**src/rtl/neat_gene_pkg.sv**
```systemverilog
// rtl/neat_gene_pkg.sv - shared gene field layout, masks and type encodings
package neat_gene_pkg;

  localparam int KEY_LSB   = 48;
  localparam int ATTR1_LSB = 40;
  localparam int ATTR2_LSB = 32;
  localparam int ATTR3_LSB = 24;
  localparam int ATTR_SZ   = 8;

  // Crossover threshold: gene2 wins when the crossover byte is strictly above this
  localparam logic [ATTR_SZ-1:0] HALF = 8'h40;

  localparam logic [ATTR_SZ-1:0] NODE_MASK1 = 8'hFF;
  localparam logic [ATTR_SZ-1:0] NODE_MASK2 = 8'h0F;
  localparam logic [ATTR_SZ-1:0] NODE_MASK3 = 8'h07;
  localparam logic [ATTR_SZ-1:0] CONN_MASK1 = 8'h01;
  localparam logic [ATTR_SZ-1:0] CONN_MASK2 = 8'h00;
  localparam logic [ATTR_SZ-1:0] CONN_MASK3 = 8'h00;

  typedef enum logic {
    NODE = 1'b0,
    CONN = 1'b1
  } gene_type_e;

  // Replacement mask for attribute lane 0..2 given the gene type
  function automatic logic [ATTR_SZ-1:0] attr_mask(input int lane, input logic gtype);
    logic [ATTR_SZ-1:0] m;
    if (gtype == CONN) begin
      m = (lane == 0) ? CONN_MASK1 : (lane == 1) ? CONN_MASK2 : CONN_MASK3;
    end else begin
      m = (lane == 0) ? NODE_MASK1 : (lane == 1) ? NODE_MASK2 : NODE_MASK3;
    end
    return m;
  endfunction

  // Bit offset of attribute lane 0..2 inside a gene
  function automatic int attr_lsb(input int lane);
    return (lane == 0) ? ATTR1_LSB : (lane == 1) ? ATTR2_LSB : ATTR3_LSB;
  endfunction

endpackage

```
**src/rtl/gene_attr_mutate.sv**
```systemverilog
// rtl/gene_attr_mutate.sv - per-attribute probabilistic mutation lane
module gene_attr_mutate
  import neat_gene_pkg::*;
#(
  parameter int LANE = 0
) (
  input  logic [ATTR_SZ-1:0] attr,
  input  logic [ATTR_SZ-1:0] decision,
  input  logic [ATTR_SZ-1:0] value,
  input  logic [ATTR_SZ-1:0] prob,
  input  logic               gene_type,
  output logic [ATTR_SZ-1:0] new_attr,
  output logic               mutated
);

  // Strict compare so a zero probability can never mutate
  always_comb begin
    mutated  = (decision < prob);
    new_attr = mutated ? (value & attr_mask(LANE, gene_type)) : attr;
  end

endmodule

```
**src/rtl/neat_child_gene_pipe.sv**
```systemverilog
// rtl/neat_child_gene_pipe.sv - two-stage child gene select/mutate pipe with genome stats
module neat_child_gene_pipe
  import neat_gene_pkg::*;
#(
  parameter int GENE_SZ = 64,
  parameter int CNT_W   = 16
) (
  input  logic               clk,
  input  logic               rst,
  input  logic               in_valid,
  output logic               in_ready,
  input  logic [GENE_SZ-1:0] gene1,
  input  logic [GENE_SZ-1:0] gene2,
  input  logic               gene_type,
  input  logic               bias,
  input  logic               in_last,
  input  logic [55:0]        rnd,
  input  logic [7:0]         mutation_prob,
  output logic               out_valid,
  input  logic               out_ready,
  output logic [GENE_SZ-1:0] out_gene,
  output logic               out_last,
  output logic               done,
  output logic [CNT_W-1:0]   genome_genes,
  output logic [CNT_W-1:0]   genome_muts
);

  // Stage A (select) registers
  logic               a_valid;
  logic [GENE_SZ-1:0] a_gene;
  logic               a_type;
  logic               a_last;
  logic [47:0]        a_rnd;
  logic [7:0]         a_prob;

  // Stage B (mutate) registers
  logic               b_valid;
  logic [1:0]         b_mcnt;

  // Live per-genome counters
  logic [CNT_W-1:0]   gene_cnt;
  logic [CNT_W-1:0]   mut_cnt;

  logic               accept;
  logic               xfer;
  logic               b_adv;
  logic               take_gene2;

  logic [ATTR_SZ-1:0] attr_new [3];
  logic [2:0]         mut_flag;
  logic [GENE_SZ-1:0] child;
  logic [1:0]         child_mcnt;

  logic [CNT_W:0]     gene_sum;
  logic [CNT_W:0]     mut_sum;
  logic [CNT_W-1:0]   gene_next;
  logic [CNT_W-1:0]   mut_next;

  // Handshake: B frees up when empty or draining, A frees up when empty or moving into B
  always_comb begin
    b_adv      = !b_valid || out_ready;
    in_ready   = !rst && (!a_valid || b_adv);
    accept     = in_valid && in_ready;
    xfer       = b_valid && out_ready;
    take_gene2 = !bias && (rnd[7:0] > HALF);
    out_valid  = b_valid;
  end

  // Stage A: capture chosen parent and the randomness it will need in stage B
  always_ff @(posedge clk) begin
    if (rst) begin
      a_valid <= 1'b0;
      a_gene  <= '0;
      a_type  <= 1'b0;
      a_last  <= 1'b0;
      a_rnd   <= '0;
      a_prob  <= '0;
    end else if (accept) begin
      a_valid <= 1'b1;
      a_gene  <= take_gene2 ? gene2 : gene1;
      a_type  <= gene_type;
      a_last  <= in_last;
      a_rnd   <= rnd[55:8];
      a_prob  <= mutation_prob;
    end else if (b_adv) begin
      a_valid <= 1'b0;
    end
  end

  // One mutation lane per attribute; decision bytes in a_rnd[23:0], value bytes in a_rnd[47:24]
  for (genvar i = 0; i < 3; i++) begin : g_lane
    gene_attr_mutate #(
      .LANE(i)
    ) u_mutate (
      .attr      (a_gene[attr_lsb(i) +: ATTR_SZ]),
      .decision  (a_rnd[8*i +: 8]),
      .value     (a_rnd[24 + 8*i +: 8]),
      .prob      (a_prob),
      .gene_type (a_type),
      .new_attr  (attr_new[i]),
      .mutated   (mut_flag[i])
    );
  end

  // Reassemble child: key and payload untouched, attributes from the lanes
  always_comb begin
    child      = {a_gene[GENE_SZ-1:KEY_LSB], attr_new[0], attr_new[1], attr_new[2],
                  a_gene[ATTR3_LSB-1:0]};
    child_mcnt = {1'b0, mut_flag[0]} + {1'b0, mut_flag[1]} + {1'b0, mut_flag[2]};
  end

  // Stage B: holds output steady while stalled, reloads from A when it can advance
  always_ff @(posedge clk) begin
    if (rst) begin
      b_valid  <= 1'b0;
      out_gene <= '0;
      out_last <= 1'b0;
      b_mcnt   <= '0;
    end else if (b_adv) begin
      b_valid <= a_valid;
      if (a_valid) begin
        out_gene <= child;
        out_last <= a_last;
        b_mcnt   <= child_mcnt;
      end
    end
  end

  // Saturating totals including the gene currently transferring
  always_comb begin
    gene_sum  = {1'b0, gene_cnt} + {{CNT_W{1'b0}}, 1'b1};
    mut_sum   = {1'b0, mut_cnt} + {{(CNT_W-1){1'b0}}, b_mcnt};
    gene_next = gene_sum[CNT_W] ? '1 : gene_sum[CNT_W-1:0];
    mut_next  = mut_sum[CNT_W]  ? '1 : mut_sum[CNT_W-1:0];
  end

  // Statistics: accumulate per transfer, publish and restart on the genome's last gene
  always_ff @(posedge clk) begin
    if (rst) begin
      gene_cnt     <= '0;
      mut_cnt      <= '0;
      genome_genes <= '0;
      genome_muts  <= '0;
      done         <= 1'b0;
    end else begin
      done <= 1'b0;
      if (xfer) begin
        if (out_last) begin
          genome_genes <= gene_next;
          genome_muts  <= mut_next;
          gene_cnt     <= '0;
          mut_cnt      <= '0;
          done         <= 1'b1;
        end else begin
          gene_cnt <= gene_next;
          mut_cnt  <= mut_next;
        end
      end
    end
  end

endmodule
```
**config.mk**
```make
export PLATFORM = sky130hd
export DESIGN_NAME = neat_child_gene_pipe
export DESIGN_NICKNAME = d
export VERILOG_FILES = /design/src/rtl/neat_gene_pkg.sv /design/src/rtl/gene_attr_mutate.sv /design/src/rtl/neat_child_gene_pipe.sv
export SDC_FILE = /design/constraint.sdc
export NUM_CORES = 1
export LEC_CHECK = 0
export ABC_AREA = 1
export BUFFER_PORTS_ARGS = -buffer_cell sky130_fd_sc_hd__buf_2
export CORE_ASPECT_RATIO = 0.6
export CORE_UTILIZATION = 25
export DETAILED_ROUTE_END_ITERATION = 16
export GPL_ROUTABILITY_DRIVEN = 0
export PLACE_DENSITY = 0.47
export SYNTH_ARGS = -nofsm -noshare
export SYNTH_HDL_FRONTEND = slang
export SYNTH_SLANG_ARGS = --single-unit
```
**constraint.sdc**
```tcl
create_clock -name clk -period 3.05 [get_ports clk]
set_input_delay 0.305 -clock clk [delete_from_list [all_inputs] [get_ports clk]]
set_output_delay 0.305 -clock clk [all_outputs]
set_load 0.05 [all_outputs]
```
---- Word-level counts from Yosys, hierarchy flattened ----
Cells that the tools add are included.
word-level totals
  flip-flop bits (word level) ............. 256
  output and inout bits ................... 100
  word-level logic and storage cells ...... 55
cells by class
  add/subtract/negate cells ............... 4
  order comparisons ....................... 4
  mux-type cells .......................... 14
  bitwise logic cells ..................... 4
  reductions and logical operators ........ 14
operators by type and width
  kind                                                 number
  2-to-1 mux 16 bit                                    4
  2-to-1 mux 64 bit                                    1
  2-to-1 mux 8 bit                                     4
  bitwise AND 8 bit                                    3
  less-than comparator 8 bit                           3
  adder 16 x 1 -> 17 bit (second input constant)       1
  adder 16 x 2 -> 17 bit                               1
  > comparator 8 x 7 -> 1 bit (second input constant)  1
  logical AND 1 bit                                    4
  logical NOT 1 bit                                    4
  2-to-1 mux 4 bit                                     1
  AND reduction 2 bit                                  2
  2-to-1 mux 1 bit                                     3
  2-to-1 mux 3 bit                                     1
  adder 1 x 1 -> 2 bit                                 1
  adder 2 x 1 -> 2 bit                                 1
  logical OR 1 bit                                     2
  nonzero test 2 bit                                   1
  OR reduction 2 bit                                   1
  inverter 1 bit                                       1

---- Longest topological paths before layout ----
  word-level depth ........................ 6
  gate-level depth with buffers ........... 12
  depth with buffers taken out ............ 12

---- Modules after synthesis ----
From an unflattened synthesis, not the netlist that was laid out.
second synthesis, totals
  cells, all modules ...................... 1805
  area, all modules ....................... 12316.8 µm²
modules (own cells, without submodules)
  module                                  instances  cells each  area an instance (µm²)
  neat_child_gene_pipe                    1          1609        11284.6
  gene_attr_mutate at g_lane[0].u_mutate  1          73          374.1
  gene_attr_mutate at g_lane[1].u_mutate  1          63          334.1
  gene_attr_mutate at g_lane[2].u_mutate  1          60          324.1

---- Worst setup path before layout ----
No wires, ideal clock.
  kind .................................... reg-to-reg
  start ................................... register a_prob[7]
  end ..................................... register b_mcnt[0]
  setup time .............................. 0.116 ns
  arrival time ............................ 2.011 ns
  data required time ...................... 2.934 ns
  path slack .............................. 0.923 ns
  stages on the path, launching flop included .. 11
  path buffers ............................ 1
  clock period less this slack ............ 2.127 ns
  cell sequence ........................... dfxtp_1 inv_1 ha_1 a21oi_1 o21a_1 clkbuf_1 nand2_1 inv_1 fa_1 o21ai_0 nor2_1
on the way
  word-level cells in the longest chain between the ends .. 3
  elaborated cells between the ends (all ways) .. 5
  those cells by class .................... add/sub (2); order compare (3)
RTL lines
  item                        line                         source
  from (decl)                 neat_child_gene_pipe.sv:34   logic [7:0] a_prob;
  from (signal assigned)      neat_child_gene_pipe.sv:84   a_prob <= mutation_prob;
  less-than comparator 8 bit  gene_attr_mutate.sv:18       mutated = (decision < prob);
  adder 1 x 1 -> 2 bit        neat_child_gene_pipe.sv:109  child_mcnt = {1'b0, mut_flag[0]} + {1'b0, mut_flag[1]} + {1'b0, mut_flag[2]};
  adder 2 x 1 -> 2 bit (*)    neat_child_gene_pipe.sv:109
  via child_mcnt[0]           neat_child_gene_pipe.sv:52   logic [1:0] child_mcnt;
  to (signal assigned)        neat_child_gene_pipe.sv:124  b_mcnt <= child_mcnt;
  to (decl)                   neat_child_gene_pipe.sv:38   logic [1:0] b_mcnt;
Mark *: on every way through the listed nets, which the timed path passes. The rest lies on a longest branch.
A chain may end at the register's enable or synchronous reset.

---- Worst setup path in the final report ----
  start ................................... register b_mcnt[0]
  end ..................................... register mut_cnt[10]
on the way
  word-level cells in the longest chain between the ends .. 3
RTL lines
  item                    line                         source
  adder 16 x 2 -> 17 bit  neat_child_gene_pipe.sv:132  mut_sum = {1'b0, mut_cnt} + {{(CNT_W-1){1'b0}}, b_mcnt};
  2-to-1 mux 16 bit       neat_child_gene_pipe.sv:134  mut_next = mut_sum[CNT_W] ? '1 : mut_sum[CNT_W-1:0];
  2-to-1 mux 16 bit       neat_child_gene_pipe.sv:148  if (out_last) begin
  to (signal assigned)    neat_child_gene_pipe.sv:156  mut_cnt <= mut_next;
  to (decl)               neat_child_gene_pipe.sv:42   logic [CNT_W-1:0] mut_cnt;
Every way passes these cells.

==> results.json <==
{
  "cts_buffer_depth": 3,
  "worst_pin_slew_ns": 0.966,
  "drc": 0,
  "final_max_slew_viol_count": 0,
  "clk_latency_ns": 0.54,
  "cts-resized-gates": 0,
  "ios": 299,
  "maxCapViolations": 0,
  "regArea_um2": 4940,
  "irDropWorstVdd_mv": 0.310,
  "nets": 2159,
  "ys_top_cells_by_count": "378 x nand2_1, 257 x nor2_1, 247 x dfxtp_1",
  "place_ws_ns": 0.630,
  "vias": 11163,
  "hold_buffers": 63,
  "arrival_ns": 2.93,
  "start_util": 0.256,
  "status": "complete, no violations",
  "powerDensity_nw_per_um2": 551,
  "cts_tree": "yes",
  "n_fill_cell": 4817,
  "yosys_warnings": 0,
  "die_y_um": 166,
  "track_usage": 0.163,
  "area_growth_pct": 30.1,
  "grt_pass1_wl_um": 59400,
  "fin_area_um2": 14600,
  "post_drt_via_cell_ratio": 4.41,
  "yosysTopAreaCell": "dfxtp_1",
  "path_clk_slew_ns": 0.06,
  "cp-end-kind": "register",
  "row_count": 59,
  "tns_ns": 0,
  "synthesis.nets": 1860,
  "rsz0062_at_grt": "no",
  "dieArea_um2": 45800,
  "multi_input_area_um2": 5250,
  "synth.avg_cell_area_um2": 6.87,
  "synth_seq_cells": 247,
  "yosysSeqAreaShare": 0.440,
  "htree_num_levels": 1,
  "wl_per_cell_um": 15.1,
  "cts_root_buf": "clkbuf_16",
  "ant_nets": 0,
  "synth_area_um2": 11200,
  "syn_inst": 1635,
  "worst-setup-path-type": "reg2reg",
  "post-synth-top-count-cell": "nand2_1",
  "grt_max_degree": 198,
  "post-route-period-util": 0.810,
  "hpwl_um": 26300,
  "maxSlewHeadroom": 0.356,
  "synth-async-reset-ratio": 0,
  "io_buffers": 289,
  "ys.flop_type": "dfxtp_1",
  "drt_iter0_drc": 620,
  "setup_viol": 0,
  "grt_pass1_vias": 10462,
  "max_freq_mhz": 405,
  "routed_wl_um": 38100,
  "critPathRequiredTime_ns": 3.51,
  "coreArea_um2": 43800,
  "place_area_um2": 13100,
  "clock_skew_ns": 0.0129,
  "path_max_fanout": 11,
  "rrSetupSlack_ns": 0.58,
  "numCtsBuffers": 27,
  "grt_overflow": 0,
  "cts.sinks": 247,
  "p_leak_nw": 6.85,
  "synth_top_area_share": 0.440,
  "die_w_um": 276,
  "dr.pass1.iters": 4,
  "fin_crit_ns": 2.47,
  "drive_gt1_frac": 0.185,
  "postCtsSetupBuffers": 0,
  "hold_viol": 0,
  "min_path_type": "in2reg",
  "antenna_found_initial": 4,
  "setup_slack_ns": 0.580,
  "yosysUniqueCellTypes": 36,
  "startpoint_type": "register",
  "synth_area_leaders": "dfxtp_1 44%, nand2_1 13%, nor2_1 8.6%, o21ai_0 6.8%, nand3_1 5.5%",
  "synth_edf_count": 0
}
## per-layer routing
| layer | global-route usage | part of all wire |
|---|---|---|
| met1 | 0.242 | 0.52 |
| met2 | 0.241 | 0.42 |
| met3 | 0.0348 | 0.046 |
| met4 | 0.0288 | 0.018 |
| met5 | 0 | 0 |
## sequential cells by signal (all words and copies together) (netlist names)
signal,flops
a_gene,64
a_last,1
a_prob,8
a_rnd,39
a_type,1
a_valid,1
b_mcnt,2
done,1
gene_cnt,16
genome_genes,16
genome_muts,16
mut_cnt,16
out_gene,64
out_last,1
out_valid,1
## per-stage QoR
stage | total power [mW] | cells | hold slack [ns] | utilization
CTS | 8.22 | 2529 | 0.000646 | 0.333
floorplan | 4.39 | 1635 | 0.418 | -
global route | 8.51 | 2530 | 0.00818 | 0.333
global placement | 4.82 | 2421 | 0.442 | 0.300
detailed placement | 4.83 | 2421 | 0.449 | 0.300
finish | 8.05 | 2530 | 0.0288 | 0.333
## worst max-delay path, stage by stage (launching register included)
cell and delay (ns):
dfxtp_1 0.35, ha_1 0.18, inv_1 0.06, fa_1 0.42, inv_1 0.12, nand3_1 0.12, nor3_2 0.17, nand3_1 0.45
nand3_1 0.32, nand2_1 0.07, a21oi_1 0.13
## final timing paths
check / start / end / depth (start not counted)
max reg2reg: b_mcnt[0] / mut_cnt[10] / 10
min reg2reg: a_rnd[41] / a_rnd[41] / 2
max: b_mcnt[0] / mut_cnt[10] / 10
min: gene2[1] / a_gene[1] / 3
## cell families (layout without fill, tap and decap cells)
| group | after synthesis | in the layout | synth area share |
|---|---|---|---|
| other | 0 | 1 | 0 |
| and+or+nand+nor | 787 | 787 | 0.288 |
| xor gates and xnor gates | 8 | 8 | 0.00624 |
| DFF | 247 | 247 | 0.440 |
| AOI/OAI and AO/OA | 309 | 309 | 0.141 |
| buffers and inverters | 258 | 573 | 0.0939 |
| adders and majority gates | 26 | 26 | 0.0303 |
## cell usage in the layout, fill, tap and decap left out, types with 6 or more instances in the layout
| master | Yosys | layout |
|---|---|---|
| nand2_1 | 378 | 378 |
| buf_2 | 41 | 289 |
| nor2_1 | 257 | 257 |
| dfxtp_1 | 247 | 247 |
| inv_1 | 157 | 157 |
| o21ai_0 | 153 | 153 |
| nand3_1 | 123 | 123 |
| a21oi_1 | 84 | 84 |
| dlygate4sd3_1 | 0 | 63 |
| o21ai_1 | 56 | 56 |
| clkbuf_16 | 0 | 27 |
| ha_1 | 24 | 24 |
| o21bai_1 | 13 | 12 |
| nand4_1 | 7 | 7 |
| clkbuf_1 | 37 | 7 |
| buf_4 | 5 | 7 |
| xor2_1 | 6 | 6 |
## power by group
group | internal (mW) | total (mW) | leakage [nW] | switching (mW)
registers | 3.42 | 3.52 | 2.03 | 0.103
logic | 0.427 | 1.28 | 4.40 | 0.856
clock network | 1.88 | 3.24 | 0.418 | 1.36
total | 5.73 | 8.05 | 6.85 | 2.32
## cell type report
class	instances	area share
diodes	1	0.000171
clock buffers	38	0.0518
well taps	579	0.0496
flip-flops and latches	247	0.338
clock inverters	7	0.00608
inverters	164	0.0427
repair buffers	364	0.153
multi-input cells	1130	0.359
Power figures use the tool's default switching activity.
